[src/rtl/axis_byte_serializer.sv]
// axis_byte_serializer
//   Splits each WORD_WIDTH-bit word received on a slave AXI-Stream port into
//   NB = WORD_WIDTH/8 byte beats on a master AXI-Stream port. m_axis_tlast
//   marks the final byte of each word. A one-word skid register keeps
//   s_axis_tready registered and lets words follow each other without a gap.
//
// Parameters
//   WORD_WIDTH : input word width, nonzero multiple of 8
//   MSB_FIRST  : 1 = most significant byte first, 0 = least significant first
//
// Ports
//   clk            : clock, all state changes on its rising edge
//   arst           : asynchronous active-high reset
//   s_axis_tdata   : input word
//   s_axis_tvalid  : input word valid
//   s_axis_tready  : block can accept a word (registered)
//   m_axis_tdata   : current output byte
//   m_axis_tvalid  : output byte valid
//   m_axis_tready  : downstream accepts the byte
//   m_axis_tlast   : last byte of the current word
module axis_byte_serializer #(
  parameter int WORD_WIDTH = 16,
  parameter bit MSB_FIRST  = 1'b1
) (
  input  logic                  clk,
  input  logic                  arst,
  input  logic [WORD_WIDTH-1:0] s_axis_tdata,
  input  logic                  s_axis_tvalid,
  output logic                  s_axis_tready,
  output logic [7:0]            m_axis_tdata,
  output logic                  m_axis_tvalid,
  input  logic                  m_axis_tready,
  output logic                  m_axis_tlast
);

  localparam int NB = WORD_WIDTH / 8;
  localparam int CW = $clog2(NB + 1);
  localparam logic [CW-1:0] CNT_ZERO = '0;
  localparam logic [CW-1:0] CNT_ONE  = CW'(1);
  localparam logic [CW-1:0] CNT_FULL = CW'(NB);

  if ((WORD_WIDTH % 8) != 0 || WORD_WIDTH <= 0) begin : g_bad_width
    $error("axis_byte_serializer: WORD_WIDTH must be a nonzero multiple of 8");
  end

  logic [WORD_WIDTH-1:0] shreg_q, shreg_d;
  logic [WORD_WIDTH-1:0] skid_q, skid_d;
  logic [CW-1:0]         cnt_q, cnt_d;
  logic                  skid_full_q, skid_full_d;

  logic in_hs;
  logic out_hs;
  logic free;

  // Gating with arst keeps tready low during reset while still letting it
  // rise in the very first cycle after release; nothing from the master side
  // reaches it.
  assign s_axis_tready = ~skid_full_q & ~arst;
  assign m_axis_tvalid = (cnt_q != CNT_ZERO);
  assign m_axis_tlast  = (cnt_q == CNT_ONE);

  if (MSB_FIRST) begin : g_msb
    assign m_axis_tdata = shreg_q[WORD_WIDTH-1 -: 8];
  end else begin : g_lsb
    assign m_axis_tdata = shreg_q[7:0];
  end

  assign in_hs  = s_axis_tvalid & s_axis_tready;
  assign out_hs = m_axis_tvalid & m_axis_tready;
  // shreg can take a new word now: empty, or its last byte leaves this cycle.
  assign free   = (cnt_q == CNT_ZERO) | ((cnt_q == CNT_ONE) & out_hs);

  always_comb begin
    shreg_d     = shreg_q;
    cnt_d       = cnt_q;
    skid_d      = skid_q;
    skid_full_d = skid_full_q;

    if (free) begin
      // With the skid full, s_axis_tready is low, so no input can collide.
      if (skid_full_q) begin
        shreg_d     = skid_q;
        cnt_d       = CNT_FULL;
        skid_full_d = 1'b0;
      end else if (in_hs) begin
        shreg_d = s_axis_tdata;
        cnt_d   = CNT_FULL;
      end else begin
        cnt_d = CNT_ZERO;
      end
    end else begin
      if (out_hs) begin
        if (MSB_FIRST) begin
          shreg_d = shreg_q << 8;
        end else begin
          shreg_d = shreg_q >> 8;
        end
        cnt_d = cnt_q - CNT_ONE;
      end
      if (in_hs) begin
        skid_d      = s_axis_tdata;
        skid_full_d = 1'b1;
      end
    end
  end

  always_ff @(posedge clk or posedge arst) begin
    if (arst) begin
      shreg_q     <= '0;
      skid_q      <= '0;
      cnt_q       <= CNT_ZERO;
      skid_full_q <= 1'b0;
    end else begin
      shreg_q     <= shreg_d;
      skid_q      <= skid_d;
      cnt_q       <= cnt_d;
      skid_full_q <= skid_full_d;
    end
  end

endmodule

[config.mk]
export PLATFORM = sky130hd
export DESIGN_NAME = axis_byte_serializer
export DESIGN_NICKNAME = d
export VERILOG_FILES = /design/src/rtl/axis_byte_serializer.sv
export SDC_FILE = /design/constraint.sdc
export NUM_CORES = 1
export LEC_CHECK = 0
export CELL_PAD_IN_SITES_DETAIL_PLACEMENT = 1
export CELL_PAD_IN_SITES_GLOBAL_PLACEMENT = 2
export CORE_MARGIN = 5
export CORE_UTILIZATION = 36
export CTS_CLUSTER_DIAMETER = 50
export CTS_CLUSTER_SIZE = 28
export DETAILED_ROUTE_END_ITERATION = 6
export PLACE_DENSITY_LB_ADDON = 0.12
export SYNTH_ARGS = -nofsm -noshare
export SYNTH_HDL_FRONTEND = slang
export SYNTH_SLANG_ARGS = --single-unit
[constraint.sdc]
create_clock -name clk -period 2.7 [get_ports clk]
set_input_delay 0.675 -clock clk [delete_from_list [all_inputs] [get_ports clk]]
set_output_delay 0.675 -clock clk [all_outputs]
set_load 0.02 [all_outputs]
; ---- Word-level counts from Yosys, hierarchy flattened
; Index checks and enable logic that the tools add are counted.
[op_classes]
n_reduce_logical = 6
eq_ne = 2
n_addsub = 1
mux = 10
n_bitwise = 8
[op_table]
columns = op, count
row1 = $mux W16, 4
row2 = $mux W2, 4
row3 = $reduce_bool A2 Y1, 3
row4 = $and A1 B1 Y1, 4
row5 = $reduce_and A2 Y1, 2
row6 = $ne A3 B3 Y1 const B, 1
row7 = $not A1 Y1, 3
row8 = $eq A2 B1 Y1 const B, 1
row9 = $logic_not A2 Y1, 1
row10 = $mux W1, 2
row11 = $sub A2 B1 Y2 const B, 1
row12 = $or A1 B1 Y1, 1
[totals]
ff_bits = 35
in_bits = 20
wordCells = 31

; ---- Depth between registers and ports, before layout
; Gate-level depths: netlist of run 1.
[logic_depth]
ltp_word = 6
ltp_mapped = 7
ltp_nobuf = 5

; ---- Worst setup path before layout of run 1
; Ideal clock, no wire load.
[synth_timing]
kind = input to register
from = input s_axis_tvalid
to = register shreg_q[15]
cell_stages = 4
arrival_time_ps = 1870
setup_slack_ps = 705
setup_ps = 125
path_buffers = 1
cell_sequence = nor2b_2 -> o32ai_2 -> buf_6 -> mux2_2
[synth_between]
elab_chain_len = 3
[synth_rtl]
columns = item, line
row1 = "start, declared", 28  ; input logic s_axis_tvalid,
row2 = $and A1 B1 Y1, 68  ; assign in_hs = s_axis_tvalid & s_axis_tready;
row3 = $ne A3 B3 Y1 (no line), -
row4 = $reduce_and A2 Y1 (no line), -
row5 = "end signal, assigned", 114  ; shreg_q <= shreg_d;
row6 = "end, declared", 46  ; logic [WORD_WIDTH-1:0] shreg_q, shreg_d;
; Every way passes these cells.
; A chain may end at the register's enable or synchronous reset.

; ---- Worst setup path after layout of run 1
[layout_timing]
from = input arst
to = output s_axis_tready
[layout_between]
elab_chain_len = 2
[layout_rtl]
columns = item, line
row1 = "start, declared", 26  ; input logic arst,
row2 = $not A1 Y1, 58  ; assign s_axis_tready = ~skid_full_q & ~arst;
row3 = $and A1 B1 Y1, 58
row4 = "end, declared", 29  ; output logic s_axis_tready,
; Every way passes these cells.

==> parameters.txt, run 1 <==
Parameter                              Value

Critical path
  CP Class ... primary input to output pin
  Data required, critical path ... ~2.0 ns
  Endpoint type of the worst setup path ... output pin
  Crit-path max cell delay ... about 0.62 ns
  Most numerous cell on the critical path ... sky130_fd_sc_hd__clkdlybuf4s50_1
  Worst-path cell chain ... clkdlybuf4s50_1 > nor2_1 > clkdlybuf4s50_1
  Setup crit start kind ... primary input
  Library cell contributing the largest single delay on the critical path ... sky130_fd_sc_hd__clkdlybuf4s50_1
  WP data arrival ... 1.88 ns
  Setup slack of the most critical reg-to-reg path ... approximately 0.77 ns
  Largest fanout on the critical path ... 3

Synthesis
  Dominant cells by area after synthesis ... sky130_fd_sc_hd__dfrtp_1, sky130_fd_sc_hd__mux2_2, sky130_fd_sc_hd__mux2_4
  Ys async rst share ... 1.000
  Synth Cell Area ... between 0.0015 and 0.002 mm2
  Commonest cells post-synth ... sky130_fd_sc_hd__dfrtp_1, sky130_fd_sc_hd__mux2_2, sky130_fd_sc_hd__mux2_4
  Syn. warnings ... 0
  Dominant cell type by area after synthesis ... sky130_fd_sc_hd__dfrtp_1
  Most common cell in the netlist ... sky130_fd_sc_hd__dfrtp_1
  Share of the yosys chip area belonging to registers ... 0.4965
  Post-Synthesis Net Count ... between 100 and 150
  Register bit count reported by yosys ... 35
  Post-synthesis cell type count ... 21
  Synthesized area per cell ... 14.00 um2
  Number of flops mapped to enable cells by yosys ... 0
  Gate Count Post-Synth ... ~130
  Main flop type after synthesis ... sky130_fd_sc_hd__dfrtp_1
  Area share of the largest cell type after synthesis ... 0.4965

Timing
  Crit path time final ... 2.553 ns
  Setup-violating endpoint count in the final report ... 0
  Smallest hold slack ... slightly below 0.5 ns
  Final-layout setup total negative slack ... 0 ns
  Slew margin rel. ... 0.5245
  Setup repair after global routing missed its margin ... false
  Fin Clk Skew ... between 0.015 and 0.02 ns
  Actual transition at the worst max-transition pin ... just over 0.7 ns
  Final period util ... 0.9455
  Post-layout worst setup margin ... ~0.15 ns
  Timing-limited maximum frequency ... 391.7 MHz
  Pins Over Slew Limit ... 0
  Hold violation count in the final report ... 0

Die
  Full die area ... about 0.0064 mm2
  I/O pin total ... 31
  Floorplan die height ... 80.01 um
  Core region area ... 0.004755 mm2
  Initial standard-cell utilization of the core ... 0.3711
  Horizontal die dimension ... between 80 and 90 um
  Number of cell rows ... 25

GRT
  Leftover overflow at the end of global routing ... 0
  Layer carrying the most global-route usage ... met2
  Global router's overall resource usage ... 0.1233
  Wire length of the first global-routing pass ... about 6000 um
  Global-route track usage on met1 ... 0.1528
  Initial antenna violation count ... 0
  Met2 track demand over resource in global routing ... 0.2003
  Largest net degree at the start of global routing ... 36
  Via count of the first global-routing pass ... ~1,200
  Grt met3 use ... 0.03837

CTS
  Clock Tree Buf Depth ... 2
  Clk slew on worst S/H paths ... ~0.060 ns
  Clock buffers created by TritonCTS ... 5
  CTS Hold Buffers Added ... 0
  CTS HTree Levels ... 2
  Post-CTS repair timing setup buffer count ... 0
  Root buffer cell ... sky130_fd_sc_hd__clkbuf_8
  Number of sinks handled by clock tree synthesis ... 35
  PostCTS Resize Cnt ... 0
  CTS tree ... built
  Clock insertion delay at the later pin of the skew report ... ~0.29 ns

Pwr
  Part of the total power dissipated in the clock network ... 0.188
  Share of power burned in registers ... 0.347
  Power density over the cells ... around 1200 mW/mm2
  Proportion of power drawn by combinational gates ... 0.465
  Switching power summed over all nets ... about 0.00083 W
  Internal power summed over all cells ... 0.001709 W
  Net Sw Frac ... 0.3281
  Leakage ... between 0.9 and 1 nW
  Worst ir drop on vdd ... 455.6 uV

Drt
  Via-to-Cell Ratio ... a little under 5
  DRC errors left ... 0
  Vias post-DR ... around 1,100
  Number of DRC markers in iteration 0 ... 23
  First-pass detailed-route iteration total ... 4
  Routed length per instance ... 16.26 um
  Routed Antenna Nets ... 0
  Final Routed Wirelength ... ~3600 um

Status
  Status ... completed

Job
  Number of max-capacitance violations reported ... 0

Finish
  Layout-stage area growth over the synthesis result ... 24.68%
  Diodes inserted ... 0
  # nets final ... about 180
  Final instance count without filler cells ... 223
  Fill cell instance count of the final layout ... between 500 and 600
  Cell area after layout ... around 0.0022 mm2
  Fraction of layout cells with a size suffix above 1 ... 0.3654

Placed design
  Post-placement cell area ... roughly 0.0021 mm2
  Pre-CTS setup slack ... 0.1327 ns
  Cell total after placement ... approximately 220
  Detailed-placement wirelength estimate ... 2473 um
  Placer's final routability congestion estimate ... roughly 0.7
  Number of input and output port buffers inserted ... 30

Min path
  Class of the most critical hold timing path ... register to register
[cell type report]
cell class / count / area, um2 / share of cell area
repair buffers: 36 / 345.3 / 0.1570
flip-flops and latches: 35 / 875.8 / 0.3982
multi-input cells: 73 / 767.0 / 0.3487
clock inverters: 3 / 43.79 / 0.01991
clock buffers: 5 / 68.82 / 0.03129
inverters: 4 / 15.01 / 0.006826
well taps: 67 / 83.83 / 0.03811
[placed cells by master, fill, tap and decap left out]
master                            instances
sky130_fd_sc_hd__o21ai_0                  1
sky130_fd_sc_hd__inv_1                    4
sky130_fd_sc_hd__clkdlybuf4s50_1         30
sky130_fd_sc_hd__ha_1                     3
sky130_fd_sc_hd__a21o_1                   1
sky130_fd_sc_hd__o2bb2ai_1                8
sky130_fd_sc_hd__and2_1                   1
sky130_fd_sc_hd__nand2_1                  1
sky130_fd_sc_hd__nor2_1                   5
sky130_fd_sc_hd__o21ai_1                  1
sky130_fd_sc_hd__mux2i_1                  8
sky130_fd_sc_hd__mux2_4                  10
sky130_fd_sc_hd__clkbuf_8                 5
sky130_fd_sc_hd__dfrtp_1                 35
sky130_fd_sc_hd__clkinv_4                 1
sky130_fd_sc_hd__nor2b_2                  1
sky130_fd_sc_hd__bufinv_16                1
sky130_fd_sc_hd__o32ai_2                  1
sky130_fd_sc_hd__buf_4                    6
sky130_fd_sc_hd__mux2_2                  31
sky130_fd_sc_hd__or3b_1                   1
sky130_fd_sc_hd__clkinv_2                 1
[metal layers]
metal  wire (um)  up-vias  part of all wire
met5           0        -                 0
met4          48        0             0.013
met3         167        6             0.046
met2        1784       21              0.49
met1        1625      552              0.45
li1            -      496                 -
[final timing paths]
path / startpoint / endpoint / cells after the start
max: arst / s_axis_tready / 3
min: shreg_q[0] / shreg_q[0] / 1
max reg2reg: cnt_q[0] / skid_q[4] / 6
min reg2reg: shreg_q[0] / shreg_q[0] / 1
max in group asynchronous: arst / skid_q[14] / 3
min in group asynchronous: arst / skid_q[1] / 3
[per-stage QoR]
stage	power, W	util
global placement	0.002047	0.4389
floorplan	0.001802	-
finish	0.002544	0.4626
global route	0.002707	0.4626
detailed placement	0.002101	0.4389
CTS	0.002589	0.4626
[critical path: cells and delay by family]
family	cells	cell delay [ns]
and+or+nand+nor	1	0.12
buffers and inverters	2	1.08
[state kept, by name, summed over array words and instances (netlist names)]
| signal | cells |
|---|---|
| skid_full_q | 1 |
| shreg_q | 16 |
| skid_q | 16 |
| cnt_q | 2 |
[power by group through the flow]
stage / registers (W) / clock network (W) / logic (W)
2_1_floorplan: 0.000853 / 0 / 0.000948
3_3_place_gp: 0.000876 / 0 / 0.00117
3_5_place_dp: 0.000893 / 0 / 0.00121
4_1_cts: 0.000887 / 0.000493 / 0.00121
5_1_grt: 0.000912 / 0.000523 / 0.00127
6_report: 0.000884 / 0.000477 / 0.00118
[kinds of logic after synthesis]
logic type	Yosys count	synth area share
flops	35	0.4965
fa+ha+maj	3	0.02128
buf+inv	18	0.06879
mux	49	0.3284
simple gates	9	0.02624
compound gates	12	0.05887
Power figures use the tool's default switching activity.
==> run 2: changes to the inputs <==
--- a/config.mk
+++ b/config.mk
@@ -9,7 +9,7 @@
 export CELL_PAD_IN_SITES_GLOBAL_PLACEMENT = 2
 export CORE_MARGIN = 5
 export CORE_UTILIZATION = 36
-export CTS_CLUSTER_DIAMETER = 50
+export CTS_CLUSTER_DIAMETER = 40
 export CTS_CLUSTER_SIZE = 28
 export DETAILED_ROUTE_END_ITERATION = 6
 export PLACE_DENSITY_LB_ADDON = 0.12
==> results of run 2 <==
No change in the layout: final DEF, timing and power equal those of run 1.
